<file path="src/rtl/fir_mc_pkg.sv">
// Shared types and helpers for the multi-channel serial-MAC FIR.
// Holds the controller state encoding, accumulator sizing and output rounding.
package fir_mc_pkg;

  typedef enum logic [1:0] {
    IDLE  = 2'd0,
    MAC   = 2'd1,
    ROUND = 2'd2,
    OUT   = 2'd3
  } state_t;

  // Wide enough for any accumulator and output width this block is built with.
  localparam int RS_W      = 128;
  localparam int OUT_MAX_W = 64;

  typedef struct packed {
    logic signed [OUT_MAX_W-1:0] value;
    logic                        sat;
  } round_t;

  function automatic int acc_width(input int dw, input int cw, input int taps);
    return dw + cw + $clog2(taps);
  endfunction

  // Round half up, drop the fractional bits, then clamp into a signed dw-bit range.
  function automatic round_t round_sat(input logic signed [RS_W-1:0] acc,
                                       input int frac, input int dw);
    logic signed [RS_W-1:0] one;
    logic signed [RS_W-1:0] r;
    logic signed [RS_W-1:0] hi;
    logic signed [RS_W-1:0] lo;
    round_t                 res;
    one = 1;
    r   = (acc + (one <<< (frac - 1))) >>> frac;
    hi  = (one <<< (dw - 1)) - one;
    lo  = -(one <<< (dw - 1));
    if (r > hi) begin
      res.value = OUT_MAX_W'(hi);
      res.sat   = 1'b1;
    end else if (r < lo) begin
      res.value = OUT_MAX_W'(lo);
      res.sat   = 1'b1;
    end else begin
      res.value = OUT_MAX_W'(r);
      res.sat   = 1'b0;
    end
    return res;
  endfunction

endpackage

</file>
<file path="src/rtl/fir_mc_coef_ram.sv">
// Shared coefficient store: one synchronous write port, one asynchronous read port.
// Cleared to zero on reset so an unprogrammed filter produces zero output.
module fir_mc_coef_ram #(
  parameter  int CW   = 20,
  parameter  int TAPS = 20,
  localparam int AW   = $clog2(TAPS)
) (
  input  logic                 ck,
  input  logic                 rst,
  input  logic                 we,
  input  logic [AW-1:0]        waddr,
  input  logic signed [CW-1:0] wdata,
  input  logic [AW-1:0]        raddr,
  output logic signed [CW-1:0] rdata
);

  logic signed [CW-1:0] r_mem [TAPS];

  // NOTE: this memory is reset (flops, not a RAM macro) because cleared coefficients
  // are architecturally visible after reset; NOTE: sequential state uses <= only.
  always_ff @(posedge ck or posedge rst) begin
    if (rst) begin
      for (int i = 0; i < TAPS; i++) r_mem[i] <= '0;
    end else if (we) begin
      r_mem[waddr] <= wdata;
    end
  end

  assign rdata = r_mem[raddr];

endmodule

</file>
<file path="src/rtl/fir_mc.sv">
// Time-multiplexed multi-channel FIR: one MAC per clock over TAPS taps per sample,
// per-channel delay lines, shared run-time coefficients, rounded/saturated output.
module fir_mc
  import fir_mc_pkg::*;
#(
  parameter  int DW   = 20,
  parameter  int CW   = 20,
  parameter  int TAPS = 20,
  parameter  int CH   = 2,
  parameter  int FRAC = 19,
  localparam int CHW  = (CH > 1) ? $clog2(CH) : 1,
  localparam int AW   = $clog2(TAPS)
) (
  input  logic                 ck,
  input  logic                 rst,
  input  logic                 in_valid,
  output logic                 in_ready,
  input  logic signed [DW-1:0] in_data,
  input  logic [CHW-1:0]       in_ch,
  input  logic                 coef_we,
  input  logic [AW-1:0]        coef_addr,
  input  logic signed [CW-1:0] coef_data,
  input  logic                 clr,
  output logic                 out_valid,
  input  logic                 out_ready,
  output logic signed [DW-1:0] out_data,
  output logic [CHW-1:0]       out_ch,
  output logic                 sat_flag,
  output logic                 ch_err
);

  localparam int              ACCW      = acc_width(DW, CW, TAPS);
  localparam logic [AW-1:0]   LAST_ADDR = AW'(TAPS - 1);
  localparam logic [CHW:0]    CH_LIM    = (CHW + 1)'(CH);

  state_t                  r_state;
  state_t                  w_next;
  logic [AW-1:0]           r_addr;
  logic signed [ACCW-1:0]  r_acc;
  logic [CHW-1:0]          r_ch;
  logic signed [DW-1:0]    r_line [CH][TAPS];
  logic                    r_out_valid;
  logic signed [DW-1:0]    r_out_data;
  logic [CHW-1:0]          r_out_ch;
  logic                    r_sat;
  logic                    r_ch_err;

  logic                    w_accept;
  logic                    w_ch_ok;
  logic                    w_coef_wr;
  logic signed [CW-1:0]    w_coef;
  logic signed [DW-1:0]    w_tap;
  logic signed [DW+CW-1:0] w_prod;
  round_t                  w_round;

  // clr takes priority over a sample in the same cycle by withdrawing in_ready.
  assign in_ready  = (r_state == IDLE) && !clr;
  assign w_accept  = in_ready && in_valid;
  assign w_ch_ok   = {1'b0, in_ch} < CH_LIM;
  assign w_coef_wr = (r_state == IDLE) && coef_we && !w_accept;

  fir_mc_coef_ram #(
    .CW   (CW),
    .TAPS (TAPS)
  ) u_coef_ram (
    .ck    (ck),
    .rst   (rst),
    .we    (w_coef_wr),
    .waddr (coef_addr),
    .wdata (coef_data),
    .raddr (r_addr),
    .rdata (w_coef)
  );

  assign w_tap   = r_line[r_ch][r_addr];
  assign w_prod  = w_tap * w_coef;
  assign w_round = round_sat(RS_W'(r_acc), FRAC, DW);

  always_ff @(posedge ck or posedge rst) begin
    if (rst) r_state <= IDLE;
    else     r_state <= w_next;
  end

  // NOTE: next state defaults to the current one so no path can infer a latch.
  always_comb begin
    w_next = r_state;
    case (r_state)
      IDLE:    if (w_accept && w_ch_ok)  w_next = MAC;
      MAC:     if (r_addr == LAST_ADDR)  w_next = ROUND;
      ROUND:                             w_next = OUT;
      OUT:     if (out_ready)            w_next = IDLE;
      default:                           w_next = IDLE;
    endcase
  end

  always_ff @(posedge ck or posedge rst) begin
    if (rst) begin
      r_addr      <= '0;
      r_acc       <= '0;
      r_ch        <= '0;
      r_out_valid <= 1'b0;
      r_out_data  <= '0;
      r_out_ch    <= '0;
      r_sat       <= 1'b0;
      r_ch_err    <= 1'b0;
    end else begin
      r_ch_err <= w_accept && !w_ch_ok;
      case (r_state)
        IDLE: begin
          if (w_accept) begin
            r_ch   <= in_ch;
            r_acc  <= '0;
            r_addr <= '0;
          end
        end
        MAC: begin
          r_acc  <= r_acc + ACCW'(w_prod);
          r_addr <= r_addr + 1'b1;
        end
        ROUND: begin
          r_out_data  <= DW'(w_round.value);
          r_sat       <= w_round.sat;
          r_out_ch    <= r_ch;
          r_out_valid <= 1'b1;
        end
        OUT: begin
          if (out_ready) r_out_valid <= 1'b0;
        end
        default: ;
      endcase
    end
  end

  // Delay lines only move in IDLE, so the MAC sweep always sees a frozen snapshot.
  always_ff @(posedge ck or posedge rst) begin
    if (rst) begin
      for (int c = 0; c < CH; c++)
        for (int i = 0; i < TAPS; i++) r_line[c][i] <= '0;
    end else if ((r_state == IDLE) && clr) begin
      for (int c = 0; c < CH; c++)
        for (int i = 0; i < TAPS; i++) r_line[c][i] <= '0;
    end else if (w_accept && w_ch_ok) begin
      for (int i = TAPS - 1; i > 0; i--) r_line[in_ch][i] <= r_line[in_ch][i-1];
      r_line[in_ch][0] <= in_data;
    end
  end

  assign out_valid = r_out_valid;
  assign out_data  = r_out_data;
  assign out_ch    = r_out_ch;
  assign sat_flag  = r_sat;
  assign ch_err    = r_ch_err;

endmodule

</file>
<file path="config.mk">
export PLATFORM = sky130hd
export DESIGN_NAME = fir_mc
export DESIGN_NICKNAME = d
export VERILOG_FILES = /design/src/rtl/fir_mc_pkg.sv /design/src/rtl/fir_mc_coef_ram.sv /design/src/rtl/fir_mc.sv
export SDC_FILE = /design/constraint.sdc
export NUM_CORES = 2
export LEC_CHECK = 0
export BUFFER_PORTS_ARGS = -buffer_cell sky130_fd_sc_hd__buf_2
export CORE_UTILIZATION = 38
export DETAILED_ROUTE_END_ITERATION = 8
export PLACE_DENSITY_LB_ADDON = 0.25
export SLEW_MARGIN = 20
export SYNTH_ARGS = -nofsm -noshare
export SYNTH_HDL_FRONTEND = slang
export SYNTH_SLANG_ARGS = --single-unit
export TNS_END_PERCENT = 5
</file>
<file path="constraint.sdc">
create_clock -name ck -period 107.2 [get_ports ck]
set_clock_uncertainty 0.05 [all_clocks]
set_input_delay 5.36 -clock ck [delete_from_list [all_inputs] [get_ports ck]]
set_output_delay 5.36 -clock ck [all_outputs]
set_load 0.02 [all_outputs]
</file>
# ---- Word level (Yosys, flattened, before mapping)
# Cells that the tools add are included.
dict set report word_totals {
  out_inout_bits 25
  in_bits 52
  word_cells 197
  register_bits 1276
}
dict set report classes {
  n_lt_le_gt_ge 8
  n_eq_ne 7
  n_reduce_logical 17
  muxes 89
  addsub 3
  mul 1
  bitwise 4
}
# op n
set op_table {}
lappend op_table {{$bwmux 800} 20}
lappend op_table {{$demux 400 s1} 20}
lappend op_table {{$mux 400} 7}
lappend op_table {{$mux 800} 2}
lappend op_table {{$bwmux 400} 1}
lappend op_table {{$mux 380} 1}
lappend op_table {{$mux 360} 1}
lappend op_table {{$mux 340} 1}
lappend op_table {{$mux 320} 1}
lappend op_table {{$mux 300} 1}
lappend op_table {{$mux 280} 1}
lappend op_table {{$mux 260} 1}
lappend op_table {{$mux 240} 1}
lappend op_table {{$mux 220} 1}
lappend op_table {{$bmux 20 s5} 2}
lappend op_table {{$mux 200} 1}
lappend op_table {{$mux 180} 1}
lappend op_table {{$mux 160} 1}
lappend op_table {{$mux 140} 1}
lappend op_table {{$mux 120} 1}
lappend op_table {{$mux 20} 6}
lappend op_table {{$demux 20 s5} 1}
lappend op_table {{$mux 100} 1}
lappend op_table {{$pmux 45 s2} 1}
lappend op_table {{other kinds (33)} 54}

# ---- Logic depth before layout (Yosys ltp)
dict set report depth {
  ltp_word 27
  depth_mapped 38
  depth_no_buf 32
}

# ---- By module
# From an unflattened synthesis, not the netlist that was laid out.
dict set report unflattened {
  hier_cells 7451
  hier_area_um2 77352.9
}
# module instances area_each_um2 cells_each seq_area_each_um2
set by_module_without_submodules {}
lappend by_module_without_submodules {fir_mc 1 58950.3 6231 21921.0}
lappend by_module_without_submodules {fir_mc_coef_ram 1 18402.6 1220 10009.6}

# ---- Worst setup path after synthesis
# Ideal clock, no wire load.
dict set report synth_timing {
  kind {input-to-output}
  startpoint {in clr}
  endpoint {out in_ready}
  setup_slack_ns 96.101
  required_ns 101.790
  path_stages 1
  arrival_ns 5.689
  n_path_buf 0
  cell_sequence {nor2_1}
}
dict set report synth_via {
  elab_chain_cells 2
}
# item line_no
set synth_lines {}
lappend synth_lines {{start, declared} fir_mc.sv:23} ;# input logic clr,
lappend synth_lines {{$logic_not 1->1} fir_mc.sv:57} ;# assign in_ready = (r_state == IDLE) && !clr;
lappend synth_lines {{$logic_and 1x1->1} fir_mc.sv:57}
lappend synth_lines {{end, declared} fir_mc.sv:17} ;# output logic in_ready,
# Every way passes these cells.

# ---- Worst setup path after layout
dict set report layout_timing {
  startpoint {reg r_ch}
  endpoint {reg r_acc[42]}
}
dict set report layout_via {
  elab_chain_cells 10
}
# item line_no
set layout_lines {}
lappend layout_lines {{start, declared} fir_mc.sv:40} ;# logic [CHW-1:0] r_ch;
lappend layout_lines {{start signal, assigned} fir_mc.sv:111} ;# r_ch <= in_ch;
lappend layout_lines {{$not 1->2 (not written as such)} fir_mc.sv:75} ;# assign w_tap = r_line[r_ch][r_addr];
lappend layout_lines {{$mux 400 (not written as such) (3 in series)} fir_mc.sv:75}
lappend layout_lines {{$bmux 20 s5} fir_mc.sv:75}
lappend layout_lines {{$mux 20 (not written as such) (2 in series)} fir_mc.sv:75}
lappend layout_lines {{$mul 20x20->40} fir_mc.sv:76} ;# assign w_prod = w_tap * w_coef;
lappend layout_lines {{$add 45x40->45} fir_mc.sv:117} ;# r_acc <= r_acc + ACCW'(w_prod);
lappend layout_lines {{$pmux 45 s2} fir_mc.sv:108} ;# case (r_state)
lappend layout_lines {{end signal, assigned} fir_mc.sv:117}
lappend layout_lines {{end, declared} fir_mc.sv:39} ;# logic signed [ACCW-1:0] r_acc;
# Every way passes these cells. The select of a mux whose other input is x is not followed.
# A chain may end at the register's enable or synchronous reset.

==> metrics.yaml <==
yosys:
  number_of_synthesized_flops_with_an_enable_pin: 0
  synth_fp_nets: 7426
  yosys_register_bits: 1276
  synth_cell_types: 74
  synth_async_sr_flop_share_pct: 100
  synthTopCellsByArea: "dfrtp_1, fa_1, mux4_2"
  post_synth_inst_count: 6724
  synth_area_um2: 76000
  post_synth.cell_area_avg_um2: 11.3
  synth_top_area_cell: "dfrtp_1"
  yosysWarningCount: 0
  yosysSeqAreaShare_pct: 42.0
  fraction_of_synthesized_cell_area_taken_by_the_top_area_cell_type_pct: 42.0
  dominant_synthesized_flop_cell: "dfrtp_1"
sta:
  final.period_utilization_pct: 10.6
  finalHoldViolations: 0
  clock.fmax_mhz: 88.0
  fin_hold_ws_ns: 0.430
  drv_slew: 0
  final_worst_path_period_need_ns: 11.36
  rsz0062_at_grt: "no"
  report.final.setup_viol: 0
  tightestPinTransition_ns: 1.14
  worst_slew_margin_rel_pct: 24.2
  fin_tns_setup_ns: 0
cts:
  post_cts.repair.setup_buffers: 0
  cts_buffer_depth: 3
  worst_setup_hold_path_clk_slew_ns: 0.07
  tritoncts_clock_tree: "built"
  cts.sink_count: 1276
  cts-resized-gates: 0
  numCtsBuffers: 143
  worst_skew_pair.late_latency_ns: 0.80
  hold_buffers: 0
  clock-root-buffer: "clkbuf_16"
  clock_tree.htree_level_count: 4
routing:
  route.vias.total: 49300
  drc_errors: 0
  route.final.wire_length_um: 188000
  highest-signal-layer: "met5"
  routed-wl-met2_um: 89700
  wl_per_cell_um: 20.2
  post_drt_via_cell_ratio: 5.30
  dr.first_iter.drc_count: 3612
  met3_length_um: 7830
  postRouteAntennaNets: 0
  wl_met1_um: 86800
  drt_pre_antenna_iters: 5
place:
  detailedPlacementHpwl_um: 119000
  placed_cells_incl_taps: 9045
  place.port_buffers: 75
  place.gp.congestion: 0.850
final_layout:
  fin_cells: 9298
  synthToLayoutAreaGrowth_pct: 9.76
  mostFrequentLayoutCell: "dfrtp_1"
  layout_cells_sized_above_1_pct: 18.6
  n_fill_cell: 18400
  most_frequent_cells_in_the_layout: "dfrtp_1, nand2_1, inv_1"
  final_net_count: 7253
setup_path:
  worstRegToRegCells: 30
  critical-path-top-cell-by-count: "fa_1"
  timing.critical_path.fanout_max: 38
  r2r_slack_ns: 95.84
  endpoint_kind: "register"
  crit_path_max_incr_delay_ns: 0.78
  start_kind: "register"
  worst_reg2reg_startpoint: "r_ch"
  setup.worst_path.start: "r_ch"
  cp.arrival_ns: 11.99
  critPathRequiredTime_ns: 107.83
  critical_path_slowest_stage_cell: "dfrtp_4"
  setup.worst_path.class: "register to register"
min_path:
  hold_path.class: "register to register"
  hold-path-cell-count: 2
  hp-start: "r_acc[6]"
grt:
  grt_max_degree: 241
  antenna_found_initial: 16
  grt.total_usage_pct: 19.0
  grt_remaining_overflow: 0
  first_pass_grt_wire_length_um: 306000
  first_global_vias: 51800
die:
  initial_core_util_pct: 38.4
  design.die.area_um2: 202000
  die-width_um: 449
  die_height_um: 449
  io_count: 77
  core-area_um2: 198000
  rows: 163
pwr:
  powerDensity_nw_per_um2: 26.6
  leakagePower_nw: 38.4
  vdd.ir_drop.worst_mv: 0.0241
run_status:
  run_status: "completed"
flow_run:
  drv.max_cap_violation_count: 0
-- final cells by class --
cell class	count	area (µm²)	share of cell area, %
multi-input combinational	4254	39500	47.3
sequential	1276	31900	38.3
clock buffer	208	4190	5.02
tap	2640	3300	3.96
inverter	689	2590	3.11
timing repair buffer	187	1310	1.57
clock inverter	41	638	0.765
antenna	3	7.51	0.00899
-- report_power, final --
part | internal [mW] | leakage (nW) | total, mW | switching (mW)
logic | 0.446 | 18.5 | 1.13 | 0.684
clock network | 0.301 | 2.37 | 0.507 | 0.206
registers | 0.536 | 17.5 | 0.582 | 0.0465
-- synth_stat cells (13+ instances only) --
| cell | count |
|---|---|
| buf_6 | 24 |
| xor2_1 | 21 |
| a21o_1 | 24 |
| nand4_1 | 13 |
| nor2_1 | 140 |
| a21oi_1 | 168 |
| a22oi_1 | 13 |
| and2_1 | 28 |
| mux2i_1 | 34 |
| clkbuf_1 | 342 |
| inv_1 | 686 |
| buf_2 | 71 |
| o21ai_0 | 469 |
| buf_4 | 37 |
| ha_1 | 145 |
| buf_1 | 30 |
| dfrtp_1 | 1276 |
| xnor2_1 | 44 |
| mux2_2 | 419 |
| nand2b_1 | 40 |
| a22o_1 | 335 |
| fa_1 | 505 |
| nor3_1 | 18 |
| nand3_1 | 23 |
| mux4_2 | 345 |
| nor2b_1 | 85 |
| nand2_1 | 1254 |
-- per-stage QoR --
stage	power, mW	setup WS [ns]	area, µm²	utilization (%)
global placement	1.71	95.62	78600	39.7
CTS	2.24	95.61	83400	42.1
floorplan	1.44	65.83	76000	-
finish	2.22	95.84	83500	42.1
detailed placement	1.72	95.62	78600	39.7
global route	2.41	95.07	83500	42.1
-- sequential cells by signal, summed over array words and instances (netlist names) --
register          flops
r_line              800
u_coef_ram.r_mem    400
r_acc                45
out_data             20
r_addr                5
r_state               2
out_ch                1
out_valid             1
r_ch                  1
sat_flag              1
-- worst max-delay path: cells and delay by family (launching register included) --
kind / cells / cell delay (ns)
adders and majority gates: 8 / 3.89
AOI/OAI and AO/OA: 11 / 2.54
buffers and inverters: 8 / 2.51
muxes: 2 / 1.13
DFF: 1 / 0.78
and+or+nand+nor: 1 / 0.20
-- layer usage --
layer / vias up / track usage, %
met1: 26000 / 27.1
met3: 228 / 2.59
met5: - / 0
met2: 895 / 30.8
met4: 10 / 4.51
li1: 22200 / -
-- cells by family (layout without fill, tap and decap cells) --
logic type / count (synthesis) / after routing / share of synthesized area (%)
other: 1 / 4 / 0.00493
multiplexers: 798 / 798 / 16.9
AND/OR/NAND/NOR: 1637 / 1637 / 8.87
adder cells (fa/ha/maj): 650 / 650 / 15.7
flip-flops: 1276 / 1276 / 42.0
XOR/XNOR: 65 / 65 / 0.749
AO/OA/AOI/OAI: 1103 / 1103 / 9.41
buffers and inverters: 1194 / 1125 / 6.43
-- final timing paths --
path | to
min | r_acc[6]
max | r_acc[42]
min in group asynchronous | r_line[737]
max in group asynchronous | u_coef_ram.r_mem[160]
min reg2reg | r_acc[6]
max reg2reg | r_acc[42]
(Power assumes the default switching activity.)
